`config.mk`:
```
export PLATFORM = sky130hd
export DESIGN_NAME = tone_sequencer
export DESIGN_NICKNAME = d
export VERILOG_FILES = /design/src/rtl/tone_seq_pkg.sv /design/src/rtl/tone_seq_fifo.sv /design/src/rtl/tone_sequencer.sv
export SDC_FILE = /design/constraint.sdc
export NUM_CORES = 1
export LEC_CHECK = 0
export BUFFER_PORTS_ARGS = -buffer_cell sky130_fd_sc_hd__buf_2
export CORE_UTILIZATION = 62
export CTS_BUF_LIST = sky130_fd_sc_hd__clkbuf_4 sky130_fd_sc_hd__clkbuf_8
export DETAILED_ROUTE_END_ITERATION = 16
export PLACE_DENSITY = 0.78
export SETUP_SLACK_MARGIN = 0.1
export SKIP_CTS_REPAIR_TIMING = 1
export SLEW_MARGIN = 10
export SYNTH_ARGS = -nofsm -noshare
export SYNTH_HDL_FRONTEND = slang
export SYNTH_SLANG_ARGS = --single-unit
```
`constraint.sdc`:
```
create_clock -name clk -period 3 [get_ports clk]
set_clock_uncertainty 0.05 [all_clocks]
set_input_delay 0.45 -clock clk [delete_from_list [all_inputs] [get_ports clk]]
set_output_delay 0.45 -clock clk [all_outputs]
set_load 0.02 [all_outputs]
```
`src/rtl/tone_seq_pkg.sv`:
```
// Shared types for the tone sequencer: FSM states, the queued note
// record and the data widths that tie it to the triangle generator.
package tone_seq_pkg;

    localparam int CTR_SIZE = 8;
    localparam int DUR_W    = 16;

    typedef enum logic [1:0] {
        IDLE,
        LOAD,
        PLAY,
        GAP
    } state_t;

    typedef struct packed {
        logic [CTR_SIZE-1:0] slope;
        logic [DUR_W-1:0]    dur;
    } note_t;

endpackage

```
`src/rtl/tone_seq_fifo.sv`:
```
// Note queue: DEPTH-entry synchronous FIFO of note_t with wrap-around
// pointers and a registered occupancy count.
module tone_seq_fifo
    import tone_seq_pkg::*;
#(
    parameter int DEPTH = 4
) (
    input  logic                   clk,
    input  logic                   rst_n,
    input  logic                   push,
    input  note_t                  din,
    input  logic                   pop,
    output note_t                  dout,
    output logic [$clog2(DEPTH):0] level
);

    localparam int AW = $clog2(DEPTH);

    note_t         mem [DEPTH];
    logic [AW-1:0] wr_ptr;
    logic [AW-1:0] rd_ptr;

    always_ff @(posedge clk) begin
        if (push) mem[wr_ptr] <= din;
    end

    always_ff @(posedge clk or negedge rst_n) begin
        if (!rst_n) begin
            wr_ptr <= '0;
            rd_ptr <= '0;
            level  <= '0;
        end else begin
            if (push) wr_ptr <= wr_ptr + 1'b1;
            if (pop)  rd_ptr <= rd_ptr + 1'b1;
            unique case ({push, pop})
                2'b10:   level <= level + 1'b1;
                2'b01:   level <= level - 1'b1;
                default: level <= level;
            endcase
        end
    end

    assign dout = mem[rd_ptr];

endmodule

```
`src/rtl/tone_sequencer.sv`:
```
// Note scheduler for the triangle generator. Define TONE_SEQ_GAP_EN
// to insert GAP_CYC silent cycles after every completed note.
module tone_sequencer
    import tone_seq_pkg::*;
#(
    parameter int DEPTH    = 4,
    parameter int TICK_DIV = 1000,
    parameter int GAP_CYC  = 16
) (
    input  logic                   clk,
    input  logic                   rst_n,
    input  logic                   note_valid,
    output logic                   note_ready,
    input  logic [CTR_SIZE-1:0]    note_slope,
    input  logic [DUR_W-1:0]       note_dur,
    input  logic                   start,
    input  logic                   stop,
    output logic [CTR_SIZE-1:0]    invslope,
    output logic                   tone_en,
    output logic                   note_done,
    output logic                   busy,
    output logic [$clog2(DEPTH):0] level
);

    localparam int LW = $clog2(DEPTH) + 1;
    localparam int TW = $clog2(TICK_DIV);
    localparam logic [LW-1:0] FULL      = LW'(DEPTH);
    localparam logic [TW-1:0] TICK_LAST = TW'(TICK_DIV - 1);
    localparam logic [TW-1:0] TICK_PRE  = TW'(TICK_DIV - 2);
    localparam logic [DUR_W-1:0] ONE    = DUR_W'(1);

    if (TICK_DIV < 2 || GAP_CYC < 1 || DEPTH < 2 ||
        (DEPTH & (DEPTH - 1)) != 0) begin : g_bad_cfg
        $error("tone_sequencer: unsupported parameter set");
    end

    state_t            state;
    note_t             head;
    note_t             in_note;
    logic              run;
    logic              run_nxt;
    logic              push;
    logic              pop;
    logic              more;
    logic [TW-1:0]     tick_cnt;
    logic [DUR_W-1:0]  dur_cnt;

`ifdef TONE_SEQ_GAP_EN
    localparam int GW = $clog2(GAP_CYC + 1);
    localparam logic [GW-1:0] GAP_LAST = GW'(GAP_CYC - 1);
    logic [GW-1:0] gap_cnt;
`endif

    assign in_note    = '{slope: note_slope, dur: note_dur};
    assign note_ready = (level < FULL);
    assign push       = note_valid & note_ready;
    assign pop        = (state == LOAD);
    assign run_nxt    = (run | start) & ~stop;
    assign more       = run_nxt & (level != '0);

    tone_seq_fifo #(
        .DEPTH (DEPTH)
    ) u_fifo (
        .clk   (clk),
        .rst_n (rst_n),
        .push  (push),
        .din   (in_note),
        .pop   (pop),
        .dout  (head),
        .level (level)
    );

    always_ff @(posedge clk or negedge rst_n) begin
        if (!rst_n) begin
            state     <= IDLE;
            run       <= 1'b0;
            invslope  <= '0;
            tone_en   <= 1'b0;
            note_done <= 1'b0;
            busy      <= 1'b0;
            tick_cnt  <= '0;
            dur_cnt   <= '0;
`ifdef TONE_SEQ_GAP_EN
            gap_cnt   <= '0;
`endif
        end else begin
            run       <= run_nxt;
            note_done <= 1'b0;
            unique case (state)
                IDLE: begin
                    if (more) begin
                        state <= LOAD;
                        busy  <= 1'b1;
                    end
                end
                LOAD: begin
                    // the head is popped either way; stop simply drops it
                    if (stop) begin
                        state <= IDLE;
                        busy  <= 1'b0;
                    end else begin
                        state    <= PLAY;
                        tone_en  <= 1'b1;
                        invslope <= head.slope;
                        dur_cnt  <= (head.dur == '0) ? ONE : head.dur;
                        tick_cnt <= '0;
                    end
                end
                PLAY: begin
                    if (stop) begin
                        state   <= IDLE;
                        tone_en <= 1'b0;
                        busy    <= 1'b0;
                    end else if (tick_cnt != TICK_LAST) begin
                        tick_cnt  <= tick_cnt + 1'b1;
                        // registered, so raise it entering the final cycle
                        note_done <= (dur_cnt == ONE) &&
                                     (tick_cnt == TICK_PRE);
                    end else begin
                        tick_cnt <= '0;
                        dur_cnt  <= dur_cnt - 1'b1;
                        if (dur_cnt == ONE) begin
                            tone_en <= 1'b0;
`ifdef TONE_SEQ_GAP_EN
                            state   <= GAP;
                            gap_cnt <= '0;
`else
                            state   <= more ? LOAD : IDLE;
                            busy    <= more;
`endif
                        end
                    end
                end
`ifdef TONE_SEQ_GAP_EN
                GAP: begin
                    if (stop) begin
                        state <= IDLE;
                        busy  <= 1'b0;
                    end else if (gap_cnt == GAP_LAST) begin
                        state <= more ? LOAD : IDLE;
                        busy  <= more;
                    end else begin
                        gap_cnt <= gap_cnt + 1'b1;
                    end
                end
`else
                default: begin
                    state <= IDLE;
                    busy  <= 1'b0;
                end
`endif
            endcase
        end
    end

endmodule

```
==> impl_metrics.toml <==
[power_and_ir_drop]
p_switching_mw = 2.06
internal-power_mw = 4.12
totalPowerFinal_mw = 6.18
p_clk_share_pct = 25.8
p_sw_share_pct = 33.4
pwr-share-seq_pct = 45.8
p_per_area_nw_per_um2 = 902
power.leakage_nw = 2.56
irDropWorstVdd_mv = 0.460
power_frac_comb_pct = 28.4

[worst_setup_path]
reg2reg_from = "dur_cnt[0]"
cp_max_fo = 6
critPathKind = "flop to flop"
crit_required_ns = 3.26
crit_chain = "inv_1, ha_1, or3b_2, nor4_1, nand2_1, nand3_1, o311ai_1"
reg2reg_setup_slack_ns = 0.73
rr_worst_depth = 7
cp-end-kind = "flop"
slowest_stage = "or3b_2"
slowest_delay_ns = 0.47
critPathArrivalTime_ns = 2.53
cp-start-kind = "flop"
r2r-end = "dur_cnt[14]"

[routing]
met1_length_um = 4770
drc = 0
vias = 3577
routed.top_layer = "met4"
via_per_inst = 6.07
wl_met3_um = 703
wl_per_cell_um = 19.3
wl_met2_um = 5740
routed_wl_um = 11300
drtPass1Iterations = 5
drtIter0Drc = 256
ant_nets = 0

[clocking]
ctsRootBufferMaster = "clkbuf_8"
cts_tree = "yes"
worstSkewPairLatency_ns = 0.44
clock_sinks = 143
clk_path_buf_depth = 2
path_clk_slew_ns = 0.09
cts_buffers = 17
cts_max_level = 4

[timing]
clock.fmax_mhz = 440
fin_crit_ns = 2.27
drv_slew = 0
setup_viol = 0
slew_headroom_pct = 36.5
tns_ns = 0
final.setup.worst_slack_ns = 0.729
rsz0062_at_grt = "false"
fin_hold_ws_ns = 0.161
fin_crit_sh_pct = 75.7
hold_violations = 0
worst_slew_pin_slew_ns = 0.946

[yosys]
post-synth-top-count-cell = "edfxtp_1"
synth_area_per_cell_um2 = 15.6
ys_seq_elements = 143
synth_top_area_cell = "edfxtp_1"
syn-instance-count = 388
synth_flop_cell = "edfxtp_1"
synth_edf_count = 96
synthDominantCellAreaShare_pct = 47.6
yosysWarnings = 0
syn_nets = 427
async_flop_share_pct = 32.9
yosys-top-cells-area = "edfxtp_1, dfrtp_1, mux4_2"
synth_cell_type_count = 58
ys_seq_area_share_pct = 67.1
syn_area_um2 = 6050
synth_common_cells = "edfxtp_1, dfrtp_1, nand2_1, nor2_1, o21ai_0"

[grt]
grt_max_degree = 26
grt_pass1_wl_um = 18200
groute.usage.overall_pct = 24.9
grt_overflow = 0
first_global_vias = 3469
antenna_found_initial = 0

[finish]
drive_above_1_share_pct = 26.5
fill_cells = 582
fin_nets = 486
area.growth.synth_to_final_pct = 13.2
n_antenna_cell = 0

[die]
pin_count = 44
die_x_um = 101
core_um2 = 9330
die_height_um = 101
initial_core_util_pct = 64.9
rows = 35
dieArea_um2 = 10200

[placed_design]
place_congestion = 0.843
io_buffers = 43
post-place-ws_ns = 0.790
dp_hpwl_um = 7230

[worst_hold_path]
hold-path-cell-count = 1
hold_end = "u_fifo.mem[2][3]"
hold_start = "note_dur[3]"
min_path_type = "primary input to flop"

[outcome]
status = "finished, final reports clean"

[flow_run]
cap_viol_max_count = 0
worst max-delay path, delay by kind of cell (launching register included):
kind                       cells  cell delay [ns]
and+or+nand+nor                4             1.23
DFF                            1             0.45
adders and majority gates      1             0.21
AOI/OAI and AO/OA              1             0.10
buffers and inverters          1             0.09
worst max-delay path by stage:
stage	startpoint	slack [ns]	to	cells after the start
2_1_floorplan	dur_cnt[1]	0.95	busy	7
3_3_place_gp	state[1]	0.84	dur_cnt[8]	6
3_5_place_dp	state[0]	0.79	dur_cnt[8]	6
4_1_cts	state[0]	0.76	dur_cnt[8]	6
5_1_grt	state[1]	0.51	dur_cnt[12]	5
6_report	dur_cnt[0]	0.73	dur_cnt[14]	7
per-layer routing:
metal | track usage [%] | up-vias
li1 | - | 1625
met1 | 33.3 | 1785
met2 | 41.5 | 148
met3 | 6.24 | 19
met4 | 6.58 | 0
met5 | 0 | -
cell type report:
type                    instances  area [um2]  area share [%]
clock inverters                14         171            2.50
inverters                      14        52.6           0.767
clock buffers                  18         241            3.53
repair buffers                 55         308            4.49
well taps                     129         161            2.36
flip-flops and latches        143        4060            59.3
multi-input cells             216        1850            27.1
per-stage QoR:
step,util (%),instances,area [um2]
floorplan,-,388,6050
global placement,68.9,556,6420
detailed placement,68.9,556,6420
CTS,73.3,588,6840
global route,73.4,589,6850
finish,73.4,589,6850
power by group through the flow:
stage          logic, mW  registers (mW)  clock network, mW
2_1_floorplan       1.25            2.88                  0
3_3_place_gp        1.69            2.84                  0
3_5_place_dp        1.75            2.87                  0
4_1_cts             1.77            2.83               1.61
5_1_grt             1.92            2.88               1.69
6_report            1.75            2.83               1.59
layout by cell type (no fill, tap or decap), drive strengths merged, types with 9 or more instances in the layout:
cell,Yosys,routed
inv,14,23
o21ai,23,23
a21oi,11,11
edfxtp,96,96
mux4,24,24
clkbuf,8,18
nor2,25,25
nand2,26,26
buf,7,54
ha,9,9
dfrtp,47,47
flip-flops by register name, indices dropped and copies added (netlist names):
register / flops
u_fifo.rd_ptr: 2
dur_cnt: 16
tone_en: 1
tick_cnt: 10
u_fifo.level: 3
u_fifo.mem: 96
invslope: 8
u_fifo.wr_ptr: 2
run: 1
state: 2
busy: 1
note_done: 1
kinds of logic (layout without fill, tap and decap cells):
logic type / Yosys count / count (layout) / synth area share (%)
AOI/OAI and AO/OA: 59 / 59 / 6.31
DFF: 143 / 143 / 67.1
muxes: 32 / 32 / 11.0
adders and majority gates: 10 / 10 / 2.19
buffers and inverters: 29 / 101 / 2.27
xor gates and xnor gates: 12 / 12 / 1.74
and+or+nand+nor: 103 / 103 / 9.37
(Power assumes the default switching activity.)
